**src/rtl/seq_word_adder.sv**
```systemverilog
// Multi-cycle W-bit adder/subtractor that reuses one 6-bit adder slice,
// processing one slice per clock LSB first with a registered inter-slice carry.

module six_bit_full_adder (
    input  logic [5:0] i_a,
    input  logic [5:0] i_b,
    input  logic       i_c,
    output logic [5:0] o_sum,
    output logic       o_c
);
    assign {o_c, o_sum} = 7'(i_a) + 7'(i_b) + 7'(i_c);
endmodule

module seq_word_adder #(
    parameter int SLICES = 4
) (
    input  logic                clk,
    input  logic                rst_n,
    input  logic                in_valid,
    output logic                in_ready,
    input  logic [6*SLICES-1:0] a,
    input  logic [6*SLICES-1:0] b,
    input  logic                sub,
    input  logic                c_in,
    input  logic                abort,
    output logic                out_valid,
    input  logic                out_ready,
    output logic [6*SLICES-1:0] sum,
    output logic                c_out,
    output logic                overflow
);
    localparam int IW = (SLICES > 1) ? $clog2(SLICES) : 1;

    typedef enum logic [1:0] {
        S_IDLE = 2'd0,
        S_RUN  = 2'd1,
        S_DONE = 2'd2
    } state_t;

    state_t                   r_state;
    state_t                   w_next_state;
    logic [IW-1:0]            r_idx;
    logic                     r_carry;
    logic                     r_overflow;
    logic [SLICES-1:0][5:0]   r_a;
    logic [SLICES-1:0][5:0]   r_b;
    logic [SLICES-1:0][5:0]   r_sum;

    logic [5:0]               w_slice_sum;
    logic                     w_slice_c;
    logic                     w_last;
    logic                     w_accept;
    logic                     w_step;

    assign w_last   = (r_idx == IW'(SLICES - 1));
    assign w_accept = (r_state == S_IDLE) && in_valid && !abort;
    assign w_step   = (r_state == S_RUN) && !abort;

    six_bit_full_adder u_slice (
        .i_a   (r_a[r_idx]),
        .i_b   (r_b[r_idx]),
        .i_c   (r_carry),
        .o_sum (w_slice_sum),
        .o_c   (w_slice_c)
    );

    always_ff @(posedge clk or negedge rst_n) begin
        if (!rst_n) begin
            r_state <= S_IDLE;
        end else begin
            r_state <= w_next_state;
        end
    end

    // abort outranks both slice completion and out_ready.
    always_comb begin
        // NOTE: default first so every path assigns w_next_state; no latch is inferred.
        w_next_state = r_state;
        case (r_state)
            S_IDLE: if (in_valid && !abort) w_next_state = S_RUN;
            S_RUN: begin
                if (abort)       w_next_state = S_IDLE;
                else if (w_last) w_next_state = S_DONE;
            end
            S_DONE: begin
                if (abort || out_ready) w_next_state = S_IDLE;
            end
            default: w_next_state = S_IDLE;
        endcase
    end

    always_ff @(posedge clk or negedge rst_n) begin
        if (!rst_n) begin
            r_idx      <= '0;
            r_carry    <= 1'b0;
            r_overflow <= 1'b0;
            r_a        <= '0;
            r_b        <= '0;
            r_sum      <= '0;
        end else if (w_accept) begin
            // NOTE: non-blocking so every register samples pre-edge values.
            r_a     <= a;
            r_b     <= sub ? ~b : b;
            r_carry <= sub ? 1'b1 : c_in;
            r_idx   <= '0;
        end else if (w_step) begin
            r_sum[r_idx] <= w_slice_sum;
            r_carry      <= w_slice_c;
            r_idx        <= r_idx + 1'b1;
            // b is already inverted for subtract, so one rule covers both ops.
            if (w_last) begin
                r_overflow <= (r_a[SLICES-1][5] == r_b[SLICES-1][5]) &&
                              (w_slice_sum[5] != r_a[SLICES-1][5]);
            end
        end
    end

    assign in_ready  = (r_state == S_IDLE);
    assign out_valid = (r_state == S_DONE);
    assign sum       = r_sum;
    assign c_out     = r_carry;
    assign overflow  = r_overflow;

endmodule

```
**config.mk**
```make
export PLATFORM = sky130hd
export DESIGN_NAME = seq_word_adder
export DESIGN_NICKNAME = d
export VERILOG_FILES = /design/src/rtl/seq_word_adder.sv
export SDC_FILE = /design/constraint.sdc
export NUM_CORES = 1
export LEC_CHECK = 0
export ABC_AREA = 1
export BUFFER_PORTS_ARGS = -buffer_cell sky130_fd_sc_hd__buf_2
export CAP_MARGIN = 20
export CORE_MARGIN = 2
export CORE_UTILIZATION = 58
export CTS_CLUSTER_DIAMETER = 100
export DETAILED_ROUTE_END_ITERATION = 10
export HOLD_SLACK_MARGIN = 0.08
export PLACE_DENSITY = 0.83
export SYNTH_ARGS = -nofsm -noshare
export SYNTH_HDL_FRONTEND = slang
export SYNTH_SLANG_ARGS = --single-unit
```
**constraint.sdc**
```tcl
create_clock -name clk -period 6.01 [get_ports clk]
set_clock_uncertainty 0.1 [all_clocks]
set_input_delay 0.3005 -clock clk [delete_from_list [all_inputs] [get_ports clk]]
set_output_delay 0.3005 -clock clk [all_outputs]
set_load 0.01 [all_outputs]
```
* After elaboration in Yosys (flattened, before gate mapping) *
Cells that the tools add are included.

operators by class
  magnitude comparators = 2
  $add $sub $neg = 3
  bitwise logic cells = 2
  multiplexer cells = 18
  reductions and logical operators = 13
  eq/ne operators = 8

operator list
  operator               count
  $bmux W6 S2            2
  $bwmux W24             1
  $mux W24               1
  $not A24 Y24           1
  $mux W6                3
  $demux W6 S2           1
  $mux W2                6
  $add A6 B6 Y7          1
  $add A7 B1 Y7          1
  $logic_and A1 B1 Y1    6
  $pmux W2 S3            1
  $reduce_and A3 Y1      2
  $eq A2 B2 Y1 const B   2
  $ne A2 B1 Y1 const B   2
  $lt A2 B3 Y1 const B   1
  $mux W1                3
  $ne A3 B3 Y1 const B   1
  $add A2 B1 Y2 const B  1
  $eq A2 B1 Y1 const B   1
  $ge A2 B1 Y1 const B   1
  $logic_not A2 Y1       1
  $reduce_and A2 Y1      1
  $reduce_bool A2 Y1     1
  $eq A1 B1 Y1           1
  4 further kinds        4

storage, ports and cells
  logic and storage cells = 62
  output and inout port bits = 28
  bits in registers = 78
  input bits = 55

* Longest topological paths before layout *
  depth in word-level cells = 6
  gate-level depth with buffers = 14
  depth with buffers taken out = 12

* Cells and area by module *
From an unflattened synthesis, not the netlist that was laid out.

unflattened totals
  cells, all modules = 471
  area total of the unflattened synthesis = 3875.0 µm²

modules (own cells, without submodules)
  module              times used  seq. area each (µm²)  area an instance (µm²)  cells each
  seq_word_adder      1           1951.9                3632.2                  435
  six_bit_full_adder  1           0.0                   242.7                   36

* Worst setup path after synthesis *
OpenSTA, ideal clock, no wires.

  kind = reg-to-reg
  from = reg r_idx[0]
  to = reg r_sum (netlist bit sum[22])
  cell stages (with the launch flop) = 12
  slack = 3.714 ns
  buffers on the path = 2
  arrival time = 2.064 ns
  required time = 5.778 ns
  clock period less this slack = 2.296 ns
  library setup time = 0.132 ns
  cell sequence = dfrtp_1 -> buf_2 -> buf_2 -> o21ai_0 -> a21oi_1 -> fa_1 -> inv_1 -> fa_1 -> nand3_1 -> nand2_1 -> xnor2_1 -> o21ai_0

between the ends
  word-level cells in the longest chain between the ends = 5
  elaborated cells between the ends (all ways) = 12
  classes of those cells = 2 x add/sub; 2 x order compare; 7 x mux; 1 x reduce/logical

ends and longest elaborated chain
  what                                                         line     text
  start, declared                                              42       logic [IW-1:0] r_idx;
  start signal, assigned                                       109      r_idx <= r_idx + 1'b1;
  $bmux W6 S2, or another cell as far along                    60       .i_a (r_a[r_idx]),
  $mux W6 (not written as such), or another cell as far along  60
  $add A6 B6 Y7 or $mux W6 (tied branches)                     11, 107
  $add A7 B1 Y7 or $demux W6 S2 (tied branches)                11, 107
  $bwmux W24 *                                                 107      r_sum[r_idx] <= w_slice_sum;
  end signal, assigned by index                                107
  end, declared                                                47       logic [SLICES-1:0][5:0] r_sum;

Mark *: on every way between the ends. The rest lies on a longest branch, timed or not. The select of a mux whose other input is x is not followed.
A chain may end at the register's enable or synchronous reset.

* Worst setup path in the final report *
Same ends and word-level chain as after synthesis.

==> run metrics <==
layout cells sized above 1=0.1945; ANT cells=0; layer with the highest usage=met2; clock sink count=between 70 and 80; final setup vio count=0; grt met3 use=0.04475; Post-DP HPWL=between 5 and 6 mm; PD cells=between 500 and 600 nW/um^2; die width=around 85 um; status=completed; core area=6350 sq um; Hold Crit Endpoint=r_b[22]$_DFFE_PN0P_; post-CTS setup buffers=0; reg2reg path depth=10; initial core utilization=0.5976; synth warn=0; startpoint types=flip-flop; DR iter-0 viols=212; Filler Cell Count=about 460; area share of the largest cell type after synthesis=0.5143; Yosys top cell by area=dfrtp_1; hold path startpoint=b[22]; global-route wire length before repair=14.86 mm; clock root cell=clkbuf_8; GPL Wtd Cong=between 0.8 and 0.9; drt via density=5.341; syn avg cell area=between 8 and 9 sq um; syn_nets=509; vias in the first global route=roughly 3300; r2r endpoint=sum[22]$_DFFE_PN0P_; DR vias=roughly 3300; worst flop-to-flop path startpoint=r_idx[0]$_DFFE_PN0P_; Yosys reg bits=78; Yosys cell types=28; most frequent cells in the layout=157 x nand2_1, 81 x buf_2, 78 x dfrtp_1, 59 x o21ai_0, 27 x dlygate4sd3_1; area of the multi-input gates=between 1500 and 2000 sq um; GRT Total Usage=0.2613; Seq/Total Area, Yosys=0.5143; Req. time, crit path=6.13 ns; storage element area=1952 sq um; IO Count=83; Hold WC Path Type=input pin to flip-flop; Max Slew Vio Count=0; wire length per cell=roughly 14 um; Max rail drop VDD=approximately 0.4 mV; Syn Std Cell Area=approximately 3800 sq um; Final Cycle Share=0.5626; CTS tree=yes; remaining antenna violation count after routing=0; area grow syn2layout=23.15%; Fin Setup TNS=0 ns; Worst Setup End Kind=flip-flop; PortBufs=between 80 and 90; total congestion overflow=0; largest net degree at the start of global routing=~80; Hold Slack=roughly 0.14 ns; Slew Limit Headroom=0.3656; LEAKAGE=around 2.4 nW; clock tree buffer depth=2; Final Critical Period=between 3 and 4 ns; # Max-Cap Violations=0; htree depth=3; WP data arrival=~3.5 ns; critical path type=flip-flop to flip-flop; RSZ-0062 raised after global routing=false; Gate Count Post-Synth=443; initial antenna violation count=0; die area=around 7200 sq um; Max FO, Critical Path=29; final WL=between 8 and 9 mm; insertion delay to the later sink of the worst-skew pair=~0.35 ns; Reg clk slew, reported paths=0.08 ns; Nets=between 600 and 700; CTS buffer count=9; # DRC=0; Worst Max-Slew Pin Slew=around 0.95 ns; flop-to-flop setup slack=approximately 2.6 ns; final hold vios=0; commonest non-fill, non-tap cell in the layout=nand2_1; Synth area leaders=dfrtp_1 51%, nand2_1 16%, o21ai_0 7.8%, xnor2_1 5.3%, ha_1 3.0%; M2 GR Usage=0.4388; FP Rows=29; Die Height=around 85 um; M1 GR Usage=0.3250; hold path depth=3; fmax=about 300 MHz; Pre-antenna DRT Iters=6
## Yosys cell counts (all sizes together)
library cell	instances
a21oi	6
o41ai	1
a32o	1
buf	21
inv	20
ha	9
dfrtp	78
nand3	10
clkinv	1
a31oi	1
xor2	4
o21ai	68
nand4	2
o22ai	10
fa	2
or2	1
clkbuf	3
nand2	158
xnor2	23
nor2	24
## final cells by class
cell class	count	area share
Inverter	21	0.01687
Multi-Input combinational cell	320	0.3443
Clock buffer	10	0.02945
Tap cell	77	0.02062
Timing Repair Buffer	110	0.1478
Sequential cell	78	0.4177
Clock inverter	6	0.02329
## how the worst max path moves through the flow
| stage | from | slack (ns) | to |
|---|---|---|---|
| after detailed placement | r_idx[0]$_DFFE_PN0P_ | 2.76 | sum[22]$_DFFE_PN0P_ |
| after floorplan | r_idx[0]$_DFFE_PN0P_ | 3.71 | sum[22]$_DFFE_PN0P_ |
| after CTS | r_idx[0]$_DFFE_PN0P_ | 2.71 | sum[22]$_DFFE_PN0P_ |
| after global placement | r_idx[0]$_DFFE_PN0P_ | 2.89 | sum[22]$_DFFE_PN0P_ |
| after global routing | r_idx[0]$_DFFE_PN0P_ | 2.30 | sum[22]$_DFFE_PN0P_ |
| final | r_idx[0]$_DFFE_PN0P_ | 2.63 | sum[22]$_DFFE_PN0P_ |
## per-stage QoR
stage	std cells	utilization	power (mW)	instance area (sq um)	setup WS, ns
6_report	622	0.7360	2.366	4673	2.629
2_1_floorplan	443	-	1.526	3795	3.714
3_3_place_gp	579	0.6546	1.801	4156	2.892
5_1_grt	622	0.7360	2.540	4673	2.301
4_1_cts	622	0.7360	2.355	4673	2.710
3_5_place_dp	579	0.6546	1.863	4156	2.756
## worst max-delay path, stage by stage (launching register included)
cell     delay [ns]
dfrtp_1        0.88
inv_1          0.57
nand2_1        0.17
a32o_1         0.21
fa_1           0.19
inv_1          0.07
fa_1           0.41
nand3_1        0.10
nand2_1        0.09
xnor2_1        0.33
o21ai_0        0.12
## metal layers
metal / up-vias / routed length [um]
met3: 31 / 436
met1: 1545 / 3804
met5: - / 0
met2: 122 / 4272
li1: 1624 / -
met4: 0 / 314
## what timing repair did
item | in CTS | in global routing
endpoints found under the hold margin | 103 | 0
resized for setup | 0 | 0
hold buffers | 27 | 0
## state kept, by name (all words and copies together), names as in the netlist
register,cells
r_b,24
r_a,24
c_out,1
sum,24
r_state,2
overflow,1
r_idx,2
## cell families (layout without fill, tap and decap cells)
family | Yosys count | in the layout | synth area share
buffers and inverters | 45 | 147 | 0.06165
and+or+nand+nor | 195 | 195 | 0.2008
DFF | 78 | 78 | 0.5143
AOI/OAI and AO/OA | 87 | 87 | 0.1207
xor gates and xnor gates | 27 | 27 | 0.06231
adders and majority gates | 11 | 11 | 0.04023
## power breakdown
part / internal (mW) / switching [mW]
Combinational: 0.384 / 0.684
Sequential: 0.691 / 0.129
Clock: 0.286 / 0.192
Power figures use the tool's default switching activity.
